--- src/rtl/led_matrix_pwm_driver.sv ---
// Row-scanned bi-colour LED matrix driver: per-pixel PWM intensity, two frame
// buffers exchanged only at frame boundaries, and a dark gap before every row.
module led_matrix_pwm_driver #(
    parameter int ROWS     = 8,
    parameter int COLS     = 8,
    parameter int BW       = 2,
    parameter int PRESCALE = 1024,
    parameter int BLANK    = 16,
    localparam int RW      = (ROWS > 1) ? $clog2(ROWS) : 1,
    localparam int W       = 2 * COLS * BW
) (
    input  logic            clk_i,
    input  logic            rst_i,
    input  logic [RW-1:0]   addr_i,
    input  logic [W-1:0]    data_i,
    input  logic            wren_i,
    output logic [W-1:0]    q_o,
    input  logic            swap_i,
    input  logic            en_i,
    output logic            swap_pending_o,
    output logic            frame_start_o,
    output logic [COLS-1:0] l_green_o,
    output logic [COLS-1:0] l_red_o,
    output logic [ROWS-1:0] l_vcc_o
);
    localparam int NSLOT = (1 << BW) - 1;
    localparam int CMAX  = (PRESCALE > BLANK) ? PRESCALE : BLANK;
    localparam int CW    = $clog2(CMAX) + 1;
    localparam logic [CW-1:0] PRE_LAST   = CW'(PRESCALE - 1);
    localparam logic [CW-1:0] BLANK_LAST = CW'(BLANK - 1);
    localparam logic [BW-1:0] SLOT_LAST  = BW'(NSLOT - 1);
    localparam logic [RW-1:0] ROW_LAST   = RW'(ROWS - 1);

    typedef enum logic {PH_BLANK = 1'b0, PH_PWM = 1'b1} phase_t;

    logic [W-1:0]    buf_q [2][ROWS];
    logic            front_q;
    logic            pending_q;
    phase_t          phase_q;
    logic [RW-1:0]   row_q;
    logic [CW-1:0]   cnt_q;
    logic [BW-1:0]   slot_q;
    logic [W-1:0]    row_data_q;
    logic [W-1:0]    q_q;
    logic            fs_q;
    logic [COLS-1:0] green_q;
    logic [COLS-1:0] red_q;
    logic [ROWS-1:0] vcc_q;

    logic            back_idx;
    logic            addr_ok;
    logic            at_boundary;
    logic [COLS-1:0] green_on;
    logic [COLS-1:0] red_on;
    logic [ROWS-1:0] row_onehot;

    assign back_idx   = ~front_q;
    assign row_onehot = ROWS'(1) << row_q;

    // Only non-power-of-two geometries can present an out-of-range address.
    if ((1 << RW) == ROWS) begin : g_addr_full
        assign addr_ok = 1'b1;
    end else begin : g_addr_chk
        assign addr_ok = (addr_i < RW'(ROWS));
    end

    genvar gi;
    for (gi = 0; gi < COLS; gi++) begin : g_col
        assign green_on[gi] = row_data_q[gi*BW +: BW] > slot_q;
        assign red_on[gi]   = row_data_q[COLS*BW + gi*BW +: BW] > slot_q;
    end

    assign at_boundary = en_i && (phase_q == PH_PWM) && (slot_q == SLOT_LAST) &&
                         (cnt_q == PRE_LAST) && (row_q == ROW_LAST);

    always_ff @(posedge clk_i or posedge rst_i) begin
        if (rst_i) begin
            for (int r = 0; r < ROWS; r++) begin
                buf_q[0][r] <= '0;
                buf_q[1][r] <= '0;
            end
        end else if (wren_i && addr_ok) begin
            buf_q[back_idx][addr_i] <= data_i;
        end
    end

    // Pin registers are loaded from the current scan position, so the pins
    // trail the counters by one clock and a held position is replayed intact.
    always_ff @(posedge clk_i or posedge rst_i) begin
        if (rst_i) begin
            front_q    <= 1'b0;
            pending_q  <= 1'b0;
            phase_q    <= PH_BLANK;
            row_q      <= '0;
            cnt_q      <= '0;
            slot_q     <= '0;
            row_data_q <= '0;
            q_q        <= '0;
            fs_q       <= 1'b0;
            green_q    <= '1;
            red_q      <= '1;
            vcc_q      <= '0;
        end else begin
            q_q <= addr_ok ? buf_q[back_idx][addr_i] : '0;

            if (at_boundary && pending_q) begin
                front_q   <= ~front_q;
                pending_q <= 1'b0;
            end else if (swap_i) begin
                pending_q <= 1'b1;
            end

            if (en_i) begin
                fs_q    <= (phase_q == PH_BLANK) && (cnt_q == '0) && (row_q == '0);
                vcc_q   <= (phase_q == PH_PWM) ? row_onehot : '0;
                green_q <= (phase_q == PH_PWM) ? ~green_on : '1;
                red_q   <= (phase_q == PH_PWM) ? ~red_on : '1;

                if (phase_q == PH_BLANK) begin
                    // Front index has already settled by the first blank clock.
                    if (cnt_q == '0) begin
                        row_data_q <= buf_q[front_q][row_q];
                    end
                    if (cnt_q == BLANK_LAST) begin
                        phase_q <= PH_PWM;
                        cnt_q   <= '0;
                        slot_q  <= '0;
                    end else begin
                        cnt_q <= cnt_q + 1'b1;
                    end
                end else begin
                    if (cnt_q == PRE_LAST) begin
                        cnt_q <= '0;
                        if (slot_q == SLOT_LAST) begin
                            slot_q  <= '0;
                            phase_q <= PH_BLANK;
                            row_q   <= (row_q == ROW_LAST) ? '0 : row_q + 1'b1;
                        end else begin
                            slot_q <= slot_q + 1'b1;
                        end
                    end else begin
                        cnt_q <= cnt_q + 1'b1;
                    end
                end
            end else begin
                fs_q    <= 1'b0;
                vcc_q   <= '0;
                green_q <= '1;
                red_q   <= '1;
            end
        end
    end

    assign q_o            = q_q;
    assign swap_pending_o = pending_q;
    assign frame_start_o  = fs_q;
    assign l_green_o      = green_q;
    assign l_red_o        = red_q;
    assign l_vcc_o        = vcc_q;

endmodule

--- config.mk ---
export PLATFORM = sky130hd
export DESIGN_NAME = led_matrix_pwm_driver
export DESIGN_NICKNAME = d
export VERILOG_FILES = /design/src/rtl/led_matrix_pwm_driver.sv
export SDC_FILE = /design/constraint.sdc
export NUM_CORES = 1
export LEC_CHECK = 0
export CELL_PAD_IN_SITES_DETAIL_PLACEMENT = 1
export CELL_PAD_IN_SITES_GLOBAL_PLACEMENT = 1
export CORE_ASPECT_RATIO = 0.7
export CORE_MARGIN = 10
export CORE_UTILIZATION = 54
export DETAILED_ROUTE_END_ITERATION = 8
export GPL_TIMING_DRIVEN = 0
export MAX_ROUTING_LAYER = met4
export PLACE_DENSITY_LB_ADDON = 0.12
export RECOVER_POWER = 100
export SYNTH_ARGS = -nofsm -noshare
export SYNTH_HDL_FRONTEND = slang
export SYNTH_SLANG_ARGS = --single-unit
--- constraint.sdc ---
create_clock -name clk_i -period 46.7 [get_ports clk_i]
set_clock_uncertainty 0.15 [all_clocks]
set_input_delay 7.005 -clock clk_i [delete_from_list [all_inputs] [get_ports clk_i]]
set_output_delay 7.005 -clock clk_i [all_outputs]
set_load 0.05 [all_outputs]
==> out/results.txt, run 1 <==
Max clock buf depth -> 3
n_diodes -> 0
Die Wd -> 307.4 µm
CTS tree -> yes
die outline area -> 67980 µm²
Vias -> 21.45k
status -> finished, violations left
Final Net Count -> 2257
Slew @ Worst Pin -> 6619 ps
Multi-input gate area -> 14660 µm²
Crit Path Class -> input pin to async pin
Yosys reg bits -> 620
routed length per instance -> 37.54 µm
H-Tree Depth -> 2
CTS Hold Bufs -> 0
top_reg_cell synth -> dfrtp_1
vias in the first global route -> 22.73k
commonest cells in the netlist -> 604 x dfrtp_1, 492 x mux2_2, 252 x mux4_2, 86 x clkbuf_1, 75 x buf_2
top cells by area, synth -> dfrtp_1 48%, mux4_2 18%, mux2_2 18%, mux2i_1 2.3%, ha_1 1.6%
fin util -> 61.45%
Final min period -> 22390 ps
clk root buf -> clkbuf_16
drt pass-1 iters -> 5
Ys Warns -> 0
total track usage -> 33.56%
register area -> 15530 µm²
Post-Syn Area -> 31220 µm²
max_cap viols -> 11
first-pass GRT wire length -> 162500 µm
Post-DRT Antenna Nets -> 0
final setup fails -> 0
setup TNS -> 0 ps
CTS Buf Count -> 61
Distinct cells, synth -> 49
Clock transition at path regs -> 60 ps
syn avg cell area -> 15.50 µm²
total core area -> 56990 µm²
syn nets -> 2094
buffers inserted by post-CTS timing repair -> 0
RSZ-0062 raised after global routing -> false
EDFF count, synth -> 0
CTS Sinks -> 620
Initial Util -> 54.77%
count leader, synth -> dfrtp_1
hold crit path type -> flop to flop
Crit Path Max Fanout -> 122
Place WS -> 35670 ps
placer's final routability congestion estimate -> 0.9301
fin. max-slew vios -> 663
top-level I/O count -> 98
fin cells -> 2973
drt drc -> 0
die height -> 221.2 µm
Critical Path Sink Type -> async pin
placed cell count -> 2864
initial antenna violation count -> 0
drt total wl -> 111600 µm
Post-Synthesis Cells -> 2014
port buffer count -> 95
Hold Vio Cnt, Final -> 0
CP arrival -> 21880 ps
synth-to-layout area growth -> 12.20%
share of cells above drive strength 1 -> 40.58%
initial DRC count -> 2580
post-synthesis sequential area ratio -> 49.77%
failing checks -> capacitance limit, slew limit
Yosys top cell by area -> dfrtp_1
Fillers -> 5240
post-DR vias/cell -> 7.214
PD cells -> 39.25 nW/µm²
Worst slew margin -> -341.3%
clk_lat worst skew -> 650 ps
Req. time, crit path -> 46190 ps
maximum VDD drop -> 0.04010 mV
asr flop ratio synth -> 100.0%
# rows -> 73
pin count of the biggest net entering global routing -> 124
DPL Wire Length -> 71920 µm
Gates resized, CTS repair -> 0
Setup WS post-layout -> 24310 ps
share of the synthesized area in the top cell type -> 48.42%
GRT overflow -> 0
crit share post-route -> 47.95%
static leakage -> 15.11 nW
Design Power -> 1.375 mW
f_max -> 0.04465 GHz
CP Launch Type -> input pin
==> registers in the layout, indices dropped and copies added (netlist names) <==
signal	cells
row_data_q	32
row_q	3
swap_pending_o	1
l_green_o	8
l_vcc_o	8
slot_q	2
frame_start_o	1
l_red_o	8
phase_q	1
buf_q	512
cnt_q	11
q_o	32
front_q	1
==> final timing paths <==
check / from / end / slack (ps) / cells past startpoint
max in group clk_i: addr_i[2] / buf_q[468] / 34950 / 7
setup reg to reg: front_q / buf_q[428] / 42570 / 7
hold / removal: buf_q[26] / buf_q[26] / 380 / 1
min in group asynchronous: rst_i / buf_q[194] / 7780 / 2
hold reg to reg: buf_q[26] / buf_q[26] / 380 / 1
setup / recovery: rst_i / buf_q[307] / 24310 / 5
==> where the power goes <==
part           total (mW)  switching [mW]  internal, mW
sequential          0.645          0.0480         0.597
combinational       0.210           0.104         0.106
clock               0.520           0.221         0.299
total                1.37           0.373          1.00
==> through the flow <==
step,instance area [µm²],hold WS [ps]
after detailed placement,33250,362.3
final,35020,379.1
after floorplan,31220,325.8
after global placement,33110,344.3
after CTS,35320,378.1
after global routing,35020,390.0
==> cells in the final DEF, fill, tap and decap left out, types with 21 or more instances in the layout <==
master and instances:
dlygate4sd3_1 61, clkdlybuf4s50_1 34, inv_1 22, dfrtp_1 604
a221oi_1 32, clkbuf_1 151, buf_2 42, nor2_1 48
mux4_2 252, ha_1 40, mux2_1 43, mux2_2 482
a21oi_1 21, mux2i_1 72, o22ai_1 50, clkbuf_16 63
==> layer usage <==
layer  up-vias  part of all wire [%]  track usage, %
met5         -                     0               -
met4         0                   4.0           12.17
met3       299                    11           10.32
met2      1370                    44           47.25
met1     11700                    40           45.59
li1       8080                     -               -
==> kinds of logic after synthesis <==
group / share of synthesized area [%]
buffers and inverters: 2.934
AO/OA/AOI/OAI: 3.199
flip-flops: 49.77
adder cells (fa/ha/maj): 1.603
XOR/XNOR: 0.2245
multiplexers: 39.90
AND/OR/NAND/NOR: 2.377
==> final cells by class <==
cell class,count,share of cell area (%)
plain buffers,183,2.176
clock buffers,97,5.437
clock inverters,12,0.4787
inverters,24,0.2608
multi-input cells,1187,41.85
flip-flops and latches,620,44.35
well taps,750,2.679
repair buffers,100,2.769
==> critical path: stages <==
cell and delay [ps]:
dlygate4sd3_1 550, clkinvlp_2 2090, clkbuf_1 4720, clkbuf_1 3760
clkbuf_1 3490
No activity file was read; power rests on OpenSTA's default activity.
==> run 2: changes to the inputs <==
--- a/config.mk
+++ b/config.mk
@@ -9,7 +9,7 @@
 export CELL_PAD_IN_SITES_GLOBAL_PLACEMENT = 1
 export CORE_ASPECT_RATIO = 0.7
 export CORE_MARGIN = 10
-export CORE_UTILIZATION = 54
+export CORE_UTILIZATION = 48
 export DETAILED_ROUTE_END_ITERATION = 8
 export GPL_TIMING_DRIVEN = 0
 export MAX_ROUTING_LAYER = met4
==> constraint.sdc (replaced) <==
create_clock -name clk_i -period 20.4 [get_ports clk_i]
set_clock_uncertainty 0.15 [all_clocks]
set_input_delay 3.06 -clock clk_i [delete_from_list [all_inputs] [get_ports clk_i]]
set_output_delay 3.06 -clock clk_i [all_outputs]
set_load 0.05 [all_outputs]
==> run 2 against run 1 <==
Effect of this change:
- sequential power is 130% higher
- critical path depth is 2 higher
- largest cell class unchanged
- clock power is 140% higher
- utilization is 6.7 points lower
- design area is 1.1% higher
- sequential cell count stayed put
- sequential share of layout area is 0.46 points lower
- register-to-register slack worse by 26000 ps
- first-iteration DRC count is 16% lower
- die area is 12% higher
- global-route usage is 3.2 points lower
- setup slack worse by 16000 ps
- the flow still finishes with violations (capacitance limit, slew limit)
==> out/results.txt, run 2 (synthesis gave the netlist of run 1 again) <==
CTS Buf Count -> 66 (was 61)
hold crit path type -> flop to flop (unchanged)
share of cells above drive strength 1 -> 40.94% (was 40.58%)
top-level I/O count -> 98 (unchanged)
Final min period -> 11660 ps
crit path buf inv count -> 7 (was 5)
final setup fails -> 0 (unchanged)
fin util -> 54.79% (was 61.45%)
pin count of the biggest net entering global routing -> 43 (was 124)
Crit Path Max Fanout -> 40 (was 122)
Crit Path Class -> input pin to async pin (unchanged)
most frequent cells in the layout -> 603 x dfrtp_1, 485 x mux2_2, 252 x mux4_2, 163 x clkbuf_1, 72 x mux2i_1 (was 604 x dfrtp_1, 482 x mux2_2, 252 x mux4_2, 151 x clkbuf_1, 72 x mux2i_1)
routed length per instance -> 35.58 µm (was 37.54 µm)
Req. time, crit path -> 20580 ps (was 46190 ps)
Critical Path Sink Type -> async pin (unchanged)
die outline area -> 75800 µm² (was 67980 µm²)
power share of the combinational group -> 15.0% (was 15.3%)
DPL Wire Length -> 72670 µm (was 71920 µm)
maximum VDD drop -> 0.06602 mV (was 0.04010 mV)
status -> finished, violations left (unchanged)
total core area -> 64610 µm² (was 56990 µm²)
CP Launch Type -> input pin (unchanged)
fin. max-slew vios -> 548 (was 663)
port buffer count -> 95 (unchanged)
Vias -> 20.92k (was 21.45k)
Crit path max-delay family -> buffers and inverters (unchanged)
GRT overflow -> 0 (unchanged)
setup TNS -> 0 ps (unchanged)
crit-path cells -> dlygate4sd3_1 > clkinvlp_2 > clkbuf_1 > clkbuf_1 > clkbuf_1 > clkbuf_1 > clkbuf_1 (was dlygate4sd3_1 > clkinvlp_2 > clkbuf_1 > clkbuf_1 > clkbuf_1)
clk root buf -> clkbuf_16 (unchanged)
Post-DRT Antenna Nets -> 0 (unchanged)
Die Wd -> 324.8 µm (was 307.4 µm)
Hold Vio Cnt, Final -> 0 (unchanged)
Reg power frac -> 46.1% (was 46.9%)
Placement Cell Area -> 33620 µm² (was 33250 µm²)
Clock transition at path regs -> 60 ps (about the same)
CTS Hold Bufs -> 0 (unchanged)
drt drc -> 0 (unchanged)
Final Net Count -> 2275 (was 2257)
clock power share -> 38.9% (was 37.8%)
f_max -> 0.08577 GHz
initial DRC count -> 2172 (was 2580)
placed cell count -> 3006 (was 2864)
post-DR vias/cell -> 6.687 (was 7.214)
CTS Sinks -> 620 (unchanged)
Worst slew margin -> -60.85% (was -341.3%)
CTS tree -> yes (unchanged)
fin cells -> 3128 (was 2973)
clk_lat worst skew -> 640 ps (was 650 ps)
buffers inserted by post-CTS timing repair -> 0 (unchanged)
Reg with most FFs -> buf_q (unchanged)
final hold slack -> 373.7 ps (was 379.1 ps)
critical path's largest stage delay -> 1780 ps (was 4720 ps)
CP arrival -> 11840 ps (was 21880 ps)
failing checks -> capacitance limit, slew limit (unchanged)
Gates resized, CTS repair -> 0 (unchanged)
Max clock buf depth -> 3 (unchanged)
Switching Power -> 872.2 µW (was 373.2 µW)
drt total wl -> 111300 µm (was 111600 µm)
crit share post-route -> 57.15%
max FFs per register -> 512 (unchanged)
leading cell type in the layout, fill and taps excluded -> dfrtp_1 (unchanged)
Most common cell on crit path -> clkbuf_1 (unchanged)
PD cells -> 90.15 nW/µm² (was 39.25 nW/µm²)
Fillers -> 6175 (was 5240)
Finished Cell Area -> 35400 µm² (was 35020 µm²)
Initial Util -> 48.32% (was 54.77%)
die height -> 233.4 µm (was 221.2 µm)
# rows -> 78 (was 73)
first-pass GRT wire length -> 162200 µm (was 162500 µm)
static leakage -> 15.20 nW (was 15.11 nW)
synth-to-layout area growth -> 13.39% (was 12.20%)
RSZ-0062 raised after global routing -> false (unchanged)
cell-internal power -> 2.319 mW (was 1.001 mW)
max_cap viols -> 16 (was 11)
initial antenna violation count -> 2 (was 0)
total track usage -> 30.32% (was 33.56%)
slowest cell on the critical path -> clkbuf_1 (unchanged)
Slew @ Worst Pin -> 2413 ps (was 6619 ps)
Switching Share -> 27.33% (was 27.15%)
H-Tree Depth -> 3 (was 2)
drt pass-1 iters -> 6 (was 5)
vias in the first global route -> 22.45k (was 22.73k)
placer's final routability congestion estimate -> 0.9284 (was 0.9301)
-- run 2: changes by cell type in the layout (fill, tap and decap cells not counted), sizes merged --
cell / previous run / this run
clkbuf: 234 / 249
clkinv: 7 / 15
diode: 0 / 1
clkinvlp: 1 / 4
bufinv: 4 / 2
-- run 2: path summary, 6_finish.rpt --
check                            from            end  slack [ps]  depth (start not counted)
max in group clk_i          addr_i[2]     buf_q[137]       12540                          6
setup reg to reg             cnt_q[4]  row_data_q[7]       16420                          6
setup / recovery                rst_i     buf_q[177]        8740                          7
min in group asynchronous       rst_i     buf_q[423]        2910                          2
hold / removal             buf_q[173]     buf_q[173]         370                          1
hold reg to reg            buf_q[173]     buf_q[173]         370                          1
-- run 2: layer usage --
metal,global-route usage (%),routed length (µm),vias to the layer above
met5,-,0,-
met4,10.49,4135,0
met3,8.009,10110,228
met2,45.19,50280,993
met1,40.14,46750,11580
li1,-,-,8121
-- run 2: final cells by class --
class	count	area [µm²]	area share [%]
Tap cell	880	1101	3.111
Clock buffer	99	2012	5.684
Multi-Input combinational cell	1187	14660	41.41
Inverter	24	91.34	0.2580
Antenna cell	1	2.502	0.007070
Sequential cell	620	15540	43.89
Buffer	183	764.5	2.160
Timing Repair Buffer	113	1059	2.990
Clock inverter	21	173.9	0.4913
-- run 2: power by group through the flow --
stage	Combinational, mW	Clock (mW)	Sequential, mW
after floorplan	0.301	0	1.51
after global placement	0.476	0	1.48
after detailed placement	0.498	0	1.49
after CTS	0.503	1.25	1.47
after global routing	0.509	1.31	1.49
final	0.480	1.24	1.47
-- run 2: worst reg2reg max path: stages (launching register included) --
cell	delay [ps]
dfrtp_1	460
nor4_1	630
and4_1	370
clkbuf_1	850
clkbuf_1	1040
nor2_1	140
a221oi_1	260
-- run 2: per-stage QoR --
stage / power [mW] / setup slack [ps]
2_1_floorplan: 1.812 / 8740
3_3_place_gp: 1.954 / 4742
3_5_place_dp: 1.986 / 13410
4_1_cts: 3.224 / 14060
5_1_grt: 3.305 / 7328
6_report: 3.191 / 8741
